==> src/rtl/uc_pkg.sv <==
// Shared opcode constants and sequencer state encoding for the uc_seq control unit.
package uc_pkg;

  localparam logic [5:0] OP_LI   = 6'b000000;  // LI class is 0000xx
  localparam logic [5:0] OP_J    = 6'b000100;
  localparam logic [5:0] OP_JZ   = 6'b000101;
  localparam logic [5:0] OP_JNZ  = 6'b000110;
  localparam logic [5:0] OP_HALT = 6'b000111;

  localparam int unsigned ALU_BIT = 5;

  typedef logic [1:0] state_t;
  localparam state_t S_IDLE   = 2'd0;
  localparam state_t S_RUN    = 2'd1;
  localparam state_t S_STEP   = 2'd2;
  localparam state_t S_HALTED = 2'd3;

endpackage

==> src/rtl/uc_seq_if.sv <==
// Datapath-facing bus of the control unit: fetched opcode/zero flag in, controls out.
interface uc_seq_if;
  logic [5:0] Opcode;
  logic       z;
  logic       s_inc;
  logic       s_inm;
  logic       we3;
  logic       wez;
  logic [2:0] Op;
  logic       pc_en;

  modport master (
    input  Opcode, z,
    output s_inc, s_inm, we3, wez, Op, pc_en
  );

  modport slave (
    output Opcode, z,
    input  s_inc, s_inm, we3, wez, Op, pc_en
  );
endinterface

==> src/rtl/uc_decode.sv <==
// Pure combinational instruction decode; the caller gates results with its execute condition.
module uc_decode
  import uc_pkg::*;
(
  input  logic [5:0] opcode_i,
  input  logic       z_i,
  output logic       s_inc_o,
  output logic       s_inm_o,
  output logic       we3_o,
  output logic       wez_o,
  output logic [2:0] op_o,
  output logic       halt_o,
  output logic       illegal_o
);

  always_comb begin
    s_inc_o   = 1'b1;
    s_inm_o   = 1'b0;
    we3_o     = 1'b0;
    wez_o     = 1'b0;
    op_o      = '0;
    halt_o    = 1'b0;
    illegal_o = 1'b0;
    if (opcode_i[ALU_BIT]) begin
      op_o  = opcode_i[4:2];
      we3_o = 1'b1;
      wez_o = 1'b1;
    end else if (opcode_i[5:2] == OP_LI[5:2]) begin
      s_inm_o = 1'b1;
      we3_o   = 1'b1;
    end else begin
      case (opcode_i)
        OP_J:    s_inc_o   = 1'b0;
        OP_JZ:   s_inc_o   = ~z_i;
        OP_JNZ:  s_inc_o   = z_i;
        OP_HALT: halt_o    = 1'b1;
        default: illegal_o = 1'b1;
      endcase
    end
  end

endmodule

==> src/rtl/uc_seq.sv <==
// Sequencing control unit: run/step/stop/halt FSM around the instruction decoder,
// with sticky illegal-opcode flag and retired-instruction counter.
module uc_seq
  import uc_pkg::*;
#(
  parameter int unsigned CNT_W = 16
) (
  input  logic             clk,
  input  logic             reset,
  uc_seq_if.master         bus,
  input  logic             run,
  input  logic             step,
  input  logic             stop,
  output logic             idle,
  output logic             halted,
  output logic             err_illegal,
  output logic [CNT_W-1:0] retired
);

  state_t           state_q, state_d;
  logic [CNT_W-1:0] retired_q, retired_d;
  logic             err_q, err_d;

  logic       dec_s_inc, dec_s_inm, dec_we3, dec_wez, dec_halt, dec_illegal;
  logic [2:0] dec_op;
  logic       exec;

  uc_decode u_decode (
    .opcode_i  (bus.Opcode),
    .z_i       (bus.z),
    .s_inc_o   (dec_s_inc),
    .s_inm_o   (dec_s_inm),
    .we3_o     (dec_we3),
    .wez_o     (dec_wez),
    .op_o      (dec_op),
    .halt_o    (dec_halt),
    .illegal_o (dec_illegal)
  );

  // Reset is folded in so nothing executes (and no output goes X) in the reset cycle.
  assign exec = ~reset & ~dec_halt &
                (((state_q == S_RUN) & ~stop) | (state_q == S_STEP));

  assign bus.pc_en = exec;
  assign bus.we3   = exec & dec_we3;
  assign bus.wez   = exec & dec_wez;
  assign bus.s_inm = exec & dec_s_inm;
  assign bus.s_inc = exec ? dec_s_inc : 1'b1;
  assign bus.Op    = exec ? dec_op : 3'b000;

  assign idle        = reset | (state_q == S_IDLE);
  assign halted      = ~reset & (state_q == S_HALTED);
  assign err_illegal = err_q;
  assign retired     = retired_q;

  always_comb begin
    state_d   = state_q;
    retired_d = exec ? retired_q + CNT_W'(1) : retired_q;
    err_d     = err_q | (exec & dec_illegal);
    case (state_q)
      S_IDLE: begin
        if (stop)      state_d = S_IDLE;
        else if (run)  state_d = S_RUN;
        else if (step) state_d = S_STEP;
      end
      S_RUN: begin
        if (stop)          state_d = S_IDLE;
        else if (dec_halt) state_d = S_HALTED;
      end
      S_STEP:  state_d = dec_halt ? S_HALTED : S_IDLE;
      default: state_d = S_HALTED;
    endcase
  end

  always_ff @(posedge clk) begin
    if (reset) begin
      state_q   <= S_IDLE;
      retired_q <= '0;
      err_q     <= 1'b0;
    end else begin
      state_q   <= state_d;
      retired_q <= retired_d;
      err_q     <= err_d;
    end
  end

endmodule

==> src/flat_wrapper.sv <==
// flat-port wrapper written by rule: the top's interface ports become plain ports
module uc_seq_flat import uc_pkg::*;
#(
  parameter int unsigned CNT_W = 16
)
  (clk, reset, run, step, stop, idle, halted, err_illegal, retired, bus_Opcode, bus_z, bus_s_inc, bus_s_inm, bus_we3, bus_wez, bus_Op, bus_pc_en);
  uc_seq_if bus_i ();
  input  logic clk;
  input  logic reset;
  input  logic run;
  input  logic step;
  input  logic stop;
  output logic idle;
  output logic halted;
  output logic err_illegal;
  output logic [CNT_W-1:0] retired;
  input wire logic [$bits(bus_i.Opcode)-1:0] bus_Opcode;
  input wire logic [$bits(bus_i.z)-1:0] bus_z;
  output wire logic [$bits(bus_i.s_inc)-1:0] bus_s_inc;
  output wire logic [$bits(bus_i.s_inm)-1:0] bus_s_inm;
  output wire logic [$bits(bus_i.we3)-1:0] bus_we3;
  output wire logic [$bits(bus_i.wez)-1:0] bus_wez;
  output wire logic [$bits(bus_i.Op)-1:0] bus_Op;
  output wire logic [$bits(bus_i.pc_en)-1:0] bus_pc_en;
  assign bus_i.Opcode = bus_Opcode;
  assign bus_i.z = bus_z;
  assign bus_s_inc = bus_i.s_inc;
  assign bus_s_inm = bus_i.s_inm;
  assign bus_we3 = bus_i.we3;
  assign bus_wez = bus_i.wez;
  assign bus_Op = bus_i.Op;
  assign bus_pc_en = bus_i.pc_en;
  uc_seq #(.CNT_W(CNT_W)) u_core (.clk(clk), .reset(reset), .bus(bus_i), .run(run), .step(step), .stop(stop), .idle(idle), .halted(halted), .err_illegal(err_illegal), .retired(retired));
endmodule
==> config.mk <==
export PLATFORM = sky130hd
export DESIGN_NAME = uc_seq_flat
export DESIGN_NICKNAME = d
export VERILOG_FILES = /design/src/rtl/uc_pkg.sv /design/src/rtl/uc_seq_if.sv /design/src/rtl/uc_decode.sv /design/src/rtl/uc_seq.sv /design/src/flat_wrapper.sv
export SDC_FILE = /design/constraint.sdc
export NUM_CORES = 1
export LEC_CHECK = 0
export CAP_MARGIN = 20
export CORE_UTILIZATION = 40
export DETAILED_ROUTE_END_ITERATION = 8
export PLACE_DENSITY = 0.75
export SETUP_SLACK_MARGIN = 0.02
export SKIP_CTS_REPAIR_TIMING = 1
export SYNTH_ARGS = -nofsm -noshare
export SYNTH_HDL_FRONTEND = slang
export SYNTH_HIERARCHICAL = 1
export SYNTH_SLANG_ARGS = --single-unit
==> constraint.sdc <==
create_clock -name clk -period 5.1 [get_ports clk]
set_input_delay 0.765 -clock clk [delete_from_list [all_inputs] [get_ports clk]]
set_output_delay 0.765 -clock clk [all_outputs]
set_load 0.05 [all_outputs]
; ---- Word-level counts from Yosys, hierarchy flattened
; Cells that the tools add are included.
[op_classes]
addsub = 1
eq_ne = 9
n_mux = 23
n_bitwise = 15
reduce_logical = 4
[ops]
columns = op, n
row1 = $eq 6x3->1 const B, 4
row2 = $add 16x1->16 const B, 1
row3 = $mux 1, 13
row4 = $mux 2, 6
row5 = $and 1x1->1, 8
row6 = $mux 3, 2
row7 = $pmux 2 s3, 1
row8 = $eq 2x2->1 const B, 2
row9 = $logic_not 4->1, 1
row10 = $ne 4x4->1 const B, 1
row11 = $not 1->1, 4
row12 = $reduce_or 4->1, 1
row13 = $ne 3x2->1 const B, 1
row14 = $or 1x1->1, 3
row15 = $pmux 1 s3, 1
row16 = $eq 2x1->1 const B, 1
row17 = $logic_not 2->1, 1
row18 = $reduce_and 2->1, 1
[word_totals]
ff_bits = 19
out_inout_bits = 27
elab_cells = 55

; ---- Depth between registers and ports, before layout
; Gate-level depths: netlist of run 1.
[depth]
ltp_word = 9
mapped_depth = 6

; ---- By module
; Netlist of run 1, hierarchy kept.
[by_module_without_submodules]
columns = module, n_inst, cells_each, area_per_inst_um2, seq_area_each_um2
row1 = uc_seq, 1, 113, 967.2, 380.4
row2 = uc_decode, 1, 12, 85.1, 0.0

; ---- Worst setup path after synthesis of run 1
; Ideal clock, no wire load.
[synth_path]
path_type = in2out
startpoint = in bus_Opcode[5]
endpoint = out bus_Op[0]
arrival_ps = 3010
required_time_ps = 4335
path_slack_ps = 1325
stages = 6
path_buffers = 0
path_cell_list = nor3_1 and4_1 nor4b_4 nor2_1 nor2_1 and2_1
[synth_between]
elab_chain_cells = 8
elab_cells_between_ends = 10
classes_between = 1 x eq/ne / 5 x mux / 3 x bitwise / 1 x reduce/logical
[synth_lines]
columns = element, line
row1 = start: declaration, flat_wrapper.sv:17  ; input wire logic [$bits(bus_i.Opcode)-1:0] bus_Opcode;
row2 = $eq 6x3->1, uc_decode.sv:32  ; case (opcode_i)
row3 = $mux 1, uc_decode.sv:32
row4 = $mux 1, uc_decode.sv:28  ; end else if (opcode_i[5:2] == OP_LI[5:2]) begin
row5 = $mux 1 *, uc_decode.sv:24  ; if (opcode_i[ALU_BIT]) begin
row6 = net u_core.dec_halt, uc_seq.sv:24  ; logic dec_s_inc, dec_s_inm, dec_we3, dec_wez, dec_halt, dec_illegal;
row7 = $not 1->1 *, uc_seq.sv:41  ; assign exec = ~reset & ~dec_halt &
row8 = $and 1x1->1 * (2 in series), uc_seq.sv:41
row9 = net bus_pc_en, flat_wrapper.sv:24  ; output wire logic [$bits(bus_i.pc_en)-1:0] bus_pc_en;
row10 = $mux 3 *, uc_seq.sv:49  ; assign bus.Op = exec ? dec_op : 3'b000;
row11 = end: declaration, flat_wrapper.sv:23  ; output wire logic [$bits(bus_i.Op)-1:0] bus_Op;
; The timed path passes the listed nets; every way through them passes the cells marked *.

; ---- Final worst setup path of run 1
[layout_path]
startpoint = in bus_Opcode[5]
endpoint = out bus_Op[1]
[layout_between]
elab_chain_cells = 8
elab_cells_between_ends = 10
classes_between = 1 x eq/ne / 5 x mux / 3 x bitwise / 1 x reduce/logical
[layout_lines]
columns = element, line
row1 = $eq 6x3->1, uc_decode.sv:32
row2 = $mux 1, uc_decode.sv:32
row3 = $mux 1, uc_decode.sv:28
row4 = $mux 1 *, uc_decode.sv:24
row5 = net u_core.dec_halt, uc_seq.sv:24
row6 = $not 1->1 *, uc_seq.sv:41
row7 = $and 1x1->1 * (2 in series), uc_seq.sv:41
row8 = $mux 3 *, uc_seq.sv:49
; Marked as above.

==> results of run 1 <==
==> cells in the mapped netlist, types with 2 or more instances <==
cell type	n	area, sq um
sky130_fd_sc_hd__nand2b_1	2	12.5
sky130_fd_sc_hd__a21oi_1	12	60.1
sky130_fd_sc_hd__and2_1	7	43.8
sky130_fd_sc_hd__and4_1	3	26.3
sky130_fd_sc_hd__nand2_1	5	18.8
sky130_fd_sc_hd__xor2_1	5	43.8
sky130_fd_sc_hd__or3_1	5	31.3
sky130_fd_sc_hd__inv_1	4	15.0
sky130_fd_sc_hd__buf_4	2	15.0
sky130_fd_sc_hd__o31ai_1	4	30.0
sky130_fd_sc_hd__dfxtp_1	19	380
sky130_fd_sc_hd__nor3_1	4	20.0
sky130_fd_sc_hd__o21ai_0	7	35.0
sky130_fd_sc_hd__o211ai_1	3	22.5
sky130_fd_sc_hd__nand4_1	2	12.5
sky130_fd_sc_hd__and2_2	3	22.5
sky130_fd_sc_hd__nor2_1	15	56.3
sky130_fd_sc_hd__mux2i_1	2	20.0
sky130_fd_sc_hd__nand3_1	3	15.0
sky130_fd_sc_hd__or4_1	4	30.0
==> path summary, 6_finish.rpt <==
kind / end / slack (ns)
hold reg to reg: u_core/err_illegal / 0.45
hold / removal: u_core/err_illegal / 0.45
setup reg to reg: u_core/retired[15] / 3.23
setup / recovery: bus_Op[1] / 0.79
==> through the flow <==
| step | setup slack [ns] | power, mW | cell area, sq um | hold slack, ns |
|---|---|---|---|---|
| after floorplan | 1.33 | 0.198 | 1050 | 0.564 |
| after global placement | 0.853 | 0.221 | 1460 | 0.435 |
| after detailed placement | 0.776 | 0.222 | 1460 | 0.440 |
| after CTS | 0.764 | 0.297 | 1490 | 0.458 |
| after global routing | 0.601 | 0.308 | 1490 | 0.498 |
| final | 0.789 | 0.293 | 1490 | 0.454 |
==> sequential cells by signal (all words and copies together), names as in the netlist <==
signal,count
u_core/retired,16
u_core/state_q,2
u_core/err_illegal,1
==> area by class of cell <==
| cell class | count | area (sq um) |
|---|---|---|
| Fill cell | 236 | 988 |
| Multi-Input combinational cell | 98 | 634 |
| Timing Repair Buffer | 40 | 395 |
| Sequential cell | 19 | 380 |
| Tap cell | 30 | 37.5 |
| Clock buffer | 4 | 26.3 |
| Inverter | 4 | 15.0 |
==> cells by family after synthesis <==
family | after synthesis | share of synthesized area
XOR/XNOR | 6 | 0.0499
AND/OR/NAND/NOR | 60 | 0.352
adder cells (fa/ha/maj) | 1 | 0.0119
flip-flops | 19 | 0.361
multiplexers | 2 | 0.0190
AO/OA/AOI/OAI | 29 | 0.170
buffers and inverters | 8 | 0.0357
==> power by group <==
part / total (mW) / switching, mW / internal (mW)
Sequential: 0.157 / 0.00541 / 0.152
Combinational: 0.0611 / 0.0350 / 0.0261
Clock: 0.0744 / 0.0440 / 0.0304
==> per-layer routing <==
metal | vias up | routed length, um | track usage
met4 | 0 | 28 | 0.0614
li1 | 536 | - | -
met2 | 37 | 1070 | 0.310
met1 | 464 | 1030 | 0.234
met5 | - | 0 | 0
met3 | 4 | 159 | 0.0546
==> worst min-delay path, stage by stage (launching register included) <==
cell	delay, ns
sky130_fd_sc_hd__dfxtp_1	0.33
sky130_fd_sc_hd__inv_1	0.05
sky130_fd_sc_hd__a21oi_1	0.05
==> key figures, run 1 <==
Floorplanning
  • Effective utilization at floorplan: 0.425
  • Die area: 2840 sq um
  • Site Rows: 18
  • Io pins: 39
  • Horiz. Die Dim: roughly 53 um
  • Core box area: 2480 sq um
  • Chip Height: 53.3 um

Synth
  • Post-synthesis cell type count: 34
  • Seq cells post-synth: 19
  • Post-synthesis instance total: between 100 and 150
  • Cell area after technology mapping: around 1100 sq um
  • Syn nets: 138
  • Main synth FF type: sky130_fd_sc_hd__dfxtp_1
  • Yosys warns: 6
  • Share of flip-flops with an asynchronous set or reset after synthesis: 0
  • Mean area per synthesized cell: 8.42 sq um
  • Post-synth EDFFs: 0
  • Sequential area share after synthesis: 0.361

Route
  • Detail-routed net length per standard cell: 11.7 um
  • Total routed wirelength: 2290 um
  • Initial DRT Pass Iterations: 4
  • Remaining antenna violation count: 0
  • Number of DRC markers in iteration 0: 10
  • Avg Vias per Cell: 5.34
  • Vias post-DR: 1,041
  • DR DRC count: 0

STA
  • Relative max-transition margin: 0.652
  • Hold violation count in the final report: 0
  • Clock skew: ~0.0037 ns
  • Final clock period utilization by the worst path: 0.845
  • Post-layout minimum cycle time: 4.31 ns
  • Setup total negative slack: 0 ns
  • Final setup violation count: 0
  • Slew at the pin closest to its max-slew limit: 0.520 ns
  • RSZ-0062 raised after global routing: false
  • Maximum clock rate: 232 MHz
  • Max-slew violation total from the final report: 0

Final layout
  • Area Overhead vs Synth: 41.5%
  • Commonest non-fill, non-tap cell in the layout: sky130_fd_sc_hd__clkdlybuf4s50_1
  • Utilization of the core after routing: 0.601
  • Final cell count without fillers: 195
  • Share of final-layout standard cells stronger than drive strength 1: 0.0788
  • # diodes: 0
  • Leading cell types in the layout, fill and taps excluded: sky130_fd_sc_hd__clkdlybuf4s50_1, sky130_fd_sc_hd__dfxtp_1, sky130_fd_sc_hd__nor2_1
  • Number of nets in the final layout: ~180

Worst hold path
  • Hold path startpoint: u_core/err_illegal
  • Path type of the worst min-delay path: reg2reg
  • Worst hold stages: 2

CTS
  • Clock tree root buffer cell: sky130_fd_sc_hd__clkbuf_4
  • CTS tree: yes
  • CTS Buf Count: 3
  • Htree depth: 1
  • Clock-pin slew on the worst setup and hold paths: roughly 0.11 ns
  • Clock sink total: 19
  • Skew-Pair Late Insertion Delay: ~0.29 ns
  • Clock Tree Buf Depth: 2

Setup path
  • Worst Setup Start Kind: input pin
  • Number of gates on the worst path with buffers counted: 9
  • Cell family contributing the most delay on the critical path: buffers and inverters
  • Largest fanout on the critical path: 9
  • Arrival time worst endpoint: approximately 3.6 ns
  • WP buf/inv: 3
  • First element of the critical path: bus_Opcode[5]
  • Max incr delay on CP: slightly above 0.8 ns
  • Critical Path Slowest Stage Cell: sky130_fd_sc_hd__clkdlybuf4s50_1
  • R2r worst-path depth: 5
  • Critical path cell sequence: clkdlybuf4s50_1, nor3_1, and4_1, nor4b_4, buf_4, nor2_1, nor2_1, and2_1, clkdlybuf4s50_1
  • Kind of critical path: in2out
  • CP Capture Type: output port
  • Req. time, crit path: 4.34 ns
  • FF-to-FF Start: u_core/state_q[0]

Outcome
  • Result of the run: finished, final reports clean

Global routing
  • All-Layer GR Usage: 0.189
  • Vias in the first global route: 926
  • Largest net degree at the start of global routing: 24
  • Number of antenna violations at the first check in global routing: 0
  • Leftover overflow at the end of global routing: 0
  • Global-route wire length before repair: just under 4000 um

Place
  • DP Wirelength: roughly 1700 um
  • Number of buffer cells added on primary ports: 38
  • Cell total after placement: 191
  • Routability Congestion: 0.714

Pwr
  • PwrDens: 197 nW/um^2
  • Pleak: just under 0.5 nW
  • Worst ir drop on vdd: between 0.1 and 0.15 mV

Job
  • Total of max-cap violations: 0
Note: power is estimated with default switching activity, not from simulation.
==> run 2, diff against run 1 <==
==> constraint.sdc (replaced) <==
create_clock -name clk -period 4.1 [get_ports clk]
set_input_delay 0.615 -clock clk [delete_from_list [all_inputs] [get_ports clk]]
set_output_delay 0.615 -clock clk [all_outputs]
set_load 0.05 [all_outputs]
==> run 2 against run 1 <==
Via count fell by 1.2%. Combinational power rose by 32%. Global-route usage barely moved. Die area did not move. Non-clock buffer count did not move. First-iteration DRC count fell by 10%. Cell area rose by 3.8%. Clock power rose by 25%. Critical path depth did not move. Hold slack improved by 0.0059 ns. Worst setup slack got worse by 0.14 ns. Sequential share of layout area fell by 0.93 points. Highest routed layer unchanged.
==> key figures, run 2 (same netlist as run 1, synthesis figures left out) <==
Route
  • DR DRC count: 0
  • Vias post-DR: 1,028
  • Remaining antenna violation count: 0
  • Detail-routed net length per standard cell: 12.2 um
  • Initial DRT Pass Iterations: 4
  • Number of DRC markers in iteration 0: 9
  • Total routed wirelength: about 2400 um
  • Avg Vias per Cell: 5.27

Global routing
  • Number of antenna violations at the first check in global routing: 0
  • Vias in the first global route: 968
  • Global-route wire length before repair: just over 4000 um
  • Leftover overflow at the end of global routing: 0
  • Largest net degree at the start of global routing: 24
  • All-Layer GR Usage: 0.190

STA
  • Hold violation count in the final report: 0
  • Worst-case setup margin in the final layout: 0.652 ns
  • Clock skew: 0.00667 ns
  • Final clock period utilization by the worst path: 0.841
  • Setup total negative slack: 0 ns
  • Slew at the pin closest to its max-slew limit: 0.530 ns
  • RSZ-0062 raised after global routing: false
  • Hold Worst Slack: 0.460 ns
  • Final setup violation count: 0
  • Post-layout minimum cycle time: 3.45 ns
  • Max-slew violation total from the final report: 0
  • Maximum clock rate: 290 MHz
  • Relative max-transition margin: 0.645

Floorplanning
  • Io pins: 39
  • Site Rows: 18
  • Horiz. Die Dim: roughly 53 um
  • Core box area: approximately 2500 sq um
  • Die area: about 2800 sq um
  • Chip Height: approximately 53 um
  • Effective utilization at floorplan: 0.425

Final layout
  • Commonest non-fill, non-tap cell in the layout: sky130_fd_sc_hd__clkdlybuf4s50_1
  • Utilization of the core after routing: 0.624
  • Leading cell types in the layout, fill and taps excluded: sky130_fd_sc_hd__clkdlybuf4s50_1, sky130_fd_sc_hd__dfxtp_1, sky130_fd_sc_hd__nor2_1
  • Area Overhead vs Synth: 46.8%
  • Number of nets in the final layout: 179
  • Final cell count without fillers: 195
  • Number of flip-flops in the largest register: 16
  • Final-layout fill cell count: 224
  • Area taken by flip-flops and latches: 380 sq um
  • Multi-input gate area in the final layout: 634 sq um
  • # diodes: 0
  • Share of final-layout standard cells stronger than drive strength 1: 0.133

Setup path
  • Critical path cell sequence: clkdlybuf4s50_1, nor3_1, and4_1, nor4b_4, buf_4, nor2_1, nor2_1, and2_1, buf_12
  • Arrival time worst endpoint: about 2.8 ns
  • Kind of critical path: in2out
  • Max incr delay on CP: 0.59 ns
  • Cell family contributing the most delay on the critical path: simple AND/OR/NAND/NOR gates
  • Critical Path Slowest Stage Cell: sky130_fd_sc_hd__clkdlybuf4s50_1
  • Most frequent cell on the critical path: sky130_fd_sc_hd__nor2_1
  • WP buf/inv: 3
  • Worst Setup Start Kind: input pin
  • Req. time, crit path: approximately 3.5 ns
  • CP Capture Type: output port
  • Largest fanout on the critical path: 9

Place
  • Number of buffer cells added on primary ports: 38
  • Routability Congestion: 0.727
  • Cell total after placement: 191
  • DP Wirelength: 1780 um
  • Post-Place Setup Slack: 0.649 ns

CTS
  • Htree depth: 1
  • Clock-pin slew on the worst setup and hold paths: 0.11 ns
  • CTS tree: yes
  • Clock sink total: 19
  • Skew-Pair Late Insertion Delay: 0.29 ns
  • Clock tree root buffer cell: sky130_fd_sc_hd__clkbuf_4
  • CTS Buf Count: 3
  • Clock Tree Buf Depth: 2

Job
  • Total of max-cap violations: 0

Worst hold path
  • Path type of the worst min-delay path: reg2reg

Pwr
  • PwrDens: 239 nW/um^2
  • Worst ir drop on vdd: 0.149 mV
  • Pleak: 0.525 nW

Outcome
  • Result of the run: finished, final reports clean
## run 2: changes by cell type in the layout (fill, tap and decap cells not counted)
cell / change
sky130_fd_sc_hd__clkbuf_1: -1
sky130_fd_sc_hd__buf_12: +6
sky130_fd_sc_hd__clkinv_2: +1
sky130_fd_sc_hd__clkdlybuf4s50_1: -8
sky130_fd_sc_hd__buf_4: +2
## run 2: area by class of cell
class / count / area share
Clock buffer: 3 / 0.0146
Clock inverter: 1 / 0.00324
Inverter: 4 / 0.00972
Multi-Input combinational cell: 98 / 0.411
Sequential cell: 19 / 0.246
Tap cell: 30 / 0.0243
Timing Repair Buffer: 40 / 0.291
## run 2: final timing paths
path | cells past startpoint | to | slack, ns | startpoint
max | 9 | bus_Op[1] | 0.65 | bus_Opcode[5]
min | 2 | u_core/err_illegal | 0.46 | u_core/err_illegal
max reg2reg | 5 | u_core/retired[15] | 2.21 | u_core/state_q[0]
min reg2reg | 2 | u_core/err_illegal | 0.46 | u_core/err_illegal
## run 2: layer usage
| layer | part of all wire | global-route usage | wire, um | up-vias |
|---|---|---|---|---|
| met2 | 0.46 | 0.313 | 1090 | 33 |
| li1 | - | - | - | 527 |
| met3 | 0.077 | 0.0575 | 182 | 2 |
| met1 | 0.45 | 0.224 | 1070 | 466 |
| met5 | 0 | 0 | 0 | - |
| met4 | 0.011 | 0.0789 | 25 | 0 |
## run 2: worst register-to-register path, cell delays in order, from the launching register on
cell and delay (ns):
sky130_fd_sc_hd__dfxtp_1 0.50, sky130_fd_sc_hd__nor4b_4 0.25, sky130_fd_sc_hd__buf_4 0.20, sky130_fd_sc_hd__o2111ai_2 0.27, sky130_fd_sc_hd__or4_1 0.47, sky130_fd_sc_hd__a21oi_1 0.14
## run 2: stage by stage
step / total power, mW / cell area (sq um)
detailed placement: 0.281 / 1520
global placement: 0.279 / 1520
CTS: 0.372 / 1550
global route: 0.389 / 1550
floorplan: 0.246 / 1050
finish: 0.370 / 1550
## run 2: power breakdown
| part | switching (mW) | internal [mW] | total, mW |
|---|---|---|---|
| registers | 0.00665 | 0.189 | 0.196 |
| logic | 0.0453 | 0.0355 | 0.0808 |
| clock network | 0.0570 | 0.0362 | 0.0932 |
| total | 0.109 | 0.261 | 0.370 |
==> run 3, diff against run 2 <==
==> constraint.sdc (replaced) <==
create_clock -name clk -period 3.5 [get_ports clk]
set_input_delay 0.525 -clock clk [delete_from_list [all_inputs] [get_ports clk]]
set_output_delay 0.525 -clock clk [all_outputs]
set_load 0.05 [all_outputs]
==> run 3 against run 2 <==
Sequential share of layout area shrank 0.31 points. Count of clock-buffer cells in the layout is the same. Wire length shrank 3.5%. Worst setup slack lost 0.36 ns. Combinational power grew 21%. Register-to-register slack lost 0.63 ns. Non-clock buffer count grew 1. Die area is the same. Clock skew shrank 0.0046 ns. Critical path type unchanged. Critical endpoint is now bus_Op[0]. Highest routed layer unchanged.
==> key figures, run 3 (same netlist as run 1, synthesis figures left out) <==
STA
  • Max-slew violation total from the final report: 0
  • Hold Worst Slack: 0.455 ns
  • Relative max-transition margin: 0.658
  • Slew at the pin closest to its max-slew limit: just over 0.5 ns
  • Setup total negative slack: 0 ns
  • Hold violation count in the final report: 0
  • Maximum clock rate: 312 MHz
  • Worst-case setup margin in the final layout: around 0.29 ns
  • Final clock period utilization by the worst path: 0.917
  • Clock skew: between 0.002 and 0.0025 ns
  • Post-layout minimum cycle time: approximately 3.2 ns
  • RSZ-0062 raised after global routing: false
  • Final setup violation count: 0

Route
  • Initial DRT Pass Iterations: 4
  • Total routed wirelength: 2290 um
  • Vias post-DR: 1,045
  • Remaining antenna violation count: 0
  • Number of DRC markers in iteration 0: 6
  • Detail-routed net length per standard cell: 11.7 um
  • DR DRC count: 0
  • Avg Vias per Cell: around 5.3

CTS
  • Htree depth: 1
  • Skew-Pair Late Insertion Delay: 0.30 ns
  • Clock sink total: 19
  • CTS Buf Count: 3
  • Clock tree root buffer cell: sky130_fd_sc_hd__clkbuf_4
  • Clock Tree Buf Depth: 2
  • Clock-pin slew on the worst setup and hold paths: 0.11 ns
  • CTS tree: yes

Setup path
  • R2r worst-path depth: 5
  • FF-to-FF Start: u_core/state_q[0]
  • Most frequent cell on the critical path: sky130_fd_sc_hd__nor2_1
  • Endpoint of the worst register-to-register path: u_core/retired[15]
  • Max incr delay on CP: 0.59 ns
  • Worst Setup Start Kind: input pin
  • CP Capture Type: output port
  • Critical Path Slowest Stage Cell: sky130_fd_sc_hd__clkdlybuf4s50_1
  • Largest fanout on the critical path: 8
  • Arrival time worst endpoint: 2.68 ns
  • Req. time, crit path: 2.97 ns
  • Critical path cell sequence: clkdlybuf4s50_1, nor3_1, and4_1, nor4b_4, nor2_1, nor2_1, and2_1, buf_12
  • Kind of critical path: in2out
  • Worst setup slack for register-to-register paths: 1.58 ns

Floorplanning
  • Chip Height: around 53 um
  • Horiz. Die Dim: 53.3 um
  • Die area: 2840 sq um
  • Io pins: 39
  • Site Rows: 18
  • Effective utilization at floorplan: 0.425
  • Core box area: 2480 sq um

Worst hold path
  • Worst hold stages: 2
  • Endpoint of the worst hold-timing path: u_core/err_illegal
  • Hold path startpoint: u_core/err_illegal
  • Path type of the worst min-delay path: reg2reg

Pwr
  • Pleak: about 0.53 nW
  • PwrDens: 280 nW/um^2
  • Pwr Total: 0.438 mW
  • Worst ir drop on vdd: 0.208 mV

Global routing
  • All-Layer GR Usage: 0.186
  • Largest net degree at the start of global routing: 14
  • Vias in the first global route: 936
  • Leftover overflow at the end of global routing: 0
  • Number of antenna violations at the first check in global routing: 0
  • Global-route wire length before repair: ~3900 um

Place
  • DP Wirelength: 1760 um
  • Routability Congestion: 0.763
  • Post-Place Setup Slack: 0.270 ns
  • Number of buffer cells added on primary ports: 38

Final layout
  • Number of nets in the final layout: 180
  • Area Overhead vs Synth: 48.8%
  • Leading cell types in the layout, fill and taps excluded: sky130_fd_sc_hd__clkdlybuf4s50_1, sky130_fd_sc_hd__dfxtp_1, sky130_fd_sc_hd__nor2_1
  • Commonest non-fill, non-tap cell in the layout: sky130_fd_sc_hd__clkdlybuf4s50_1
  • Final-layout fill cell count: between 200 and 250
  • Share of final-layout standard cells stronger than drive strength 1: 0.139
  • # diodes: 0
  • Number of flip-flops in the largest register: 16

Outcome
  • Result of the run: finished, final reports clean

Job
  • Total of max-cap violations: 0
## run 3: changes by cell type in the layout (fill, tap and decap cells not counted), sizes merged
cell and change:
buf +1
## run 3: report_power, final
group / switching [mW] / total [mW] / internal [mW]
clock network: 0.0686 / 0.111 / 0.0426
logic: 0.0535 / 0.0980 / 0.0446
registers: 0.00758 / 0.229 / 0.221
total: 0.130 / 0.438 / 0.308
## run 3: how the worst max path moves through the flow
stage,startpoint,end,slack (ns),depth (start not counted)
2_1_floorplan,bus_Opcode[5],bus_Op[0],0.21,6
3_5_place_dp,bus_Opcode[5],bus_Op[0],0.27,8
4_1_cts,bus_Opcode[5],bus_Op[0],0.26,8
5_1_grt,bus_Opcode[5],bus_Op[0],0.11,8
6_report,bus_Opcode[5],bus_Op[0],0.29,8
3_3_place_gp,bus_Opcode[5],bus_we3,0.35,8
## run 3: layer usage
layer	vias up	part of all wire	global-route usage
li1	537	-	-
met1	471	0.44	0.219
met2	35	0.47	0.304
met3	2	0.083	0.0603
met4	0	0.0083	0.0789
met5	-	0	0
## run 3: final cells by class
class                   instances  area, sq um  share of cell area
repair buffers                 41          470               0.301
well taps                      30         37.5              0.0240
inverters                       4         15.0             0.00959
flip-flops and latches         19          380               0.243
clock inverters                 1         5.00             0.00320
multi-input cells              98          634               0.405
clock buffers                   3         22.5              0.0144
## run 3: metrics by stage
| step | std cells | area [sq um] | utilization |
|---|---|---|---|
| 4_1_cts | 196 | 1570 | 0.632 |
| 6_report | 196 | 1570 | 0.632 |
| 3_5_place_dp | 192 | 1540 | 0.621 |
| 5_1_grt | 196 | 1570 | 0.632 |
| 3_3_place_gp | 192 | 1540 | 0.621 |
| 2_1_floorplan | 125 | 1050 | - |
## run 3: worst max-delay path, delay by kind of cell
family / cells / cell delay (ns)
AND/OR/NAND/NOR: 6 / 1.42
buffers and inverters: 2 / 0.74
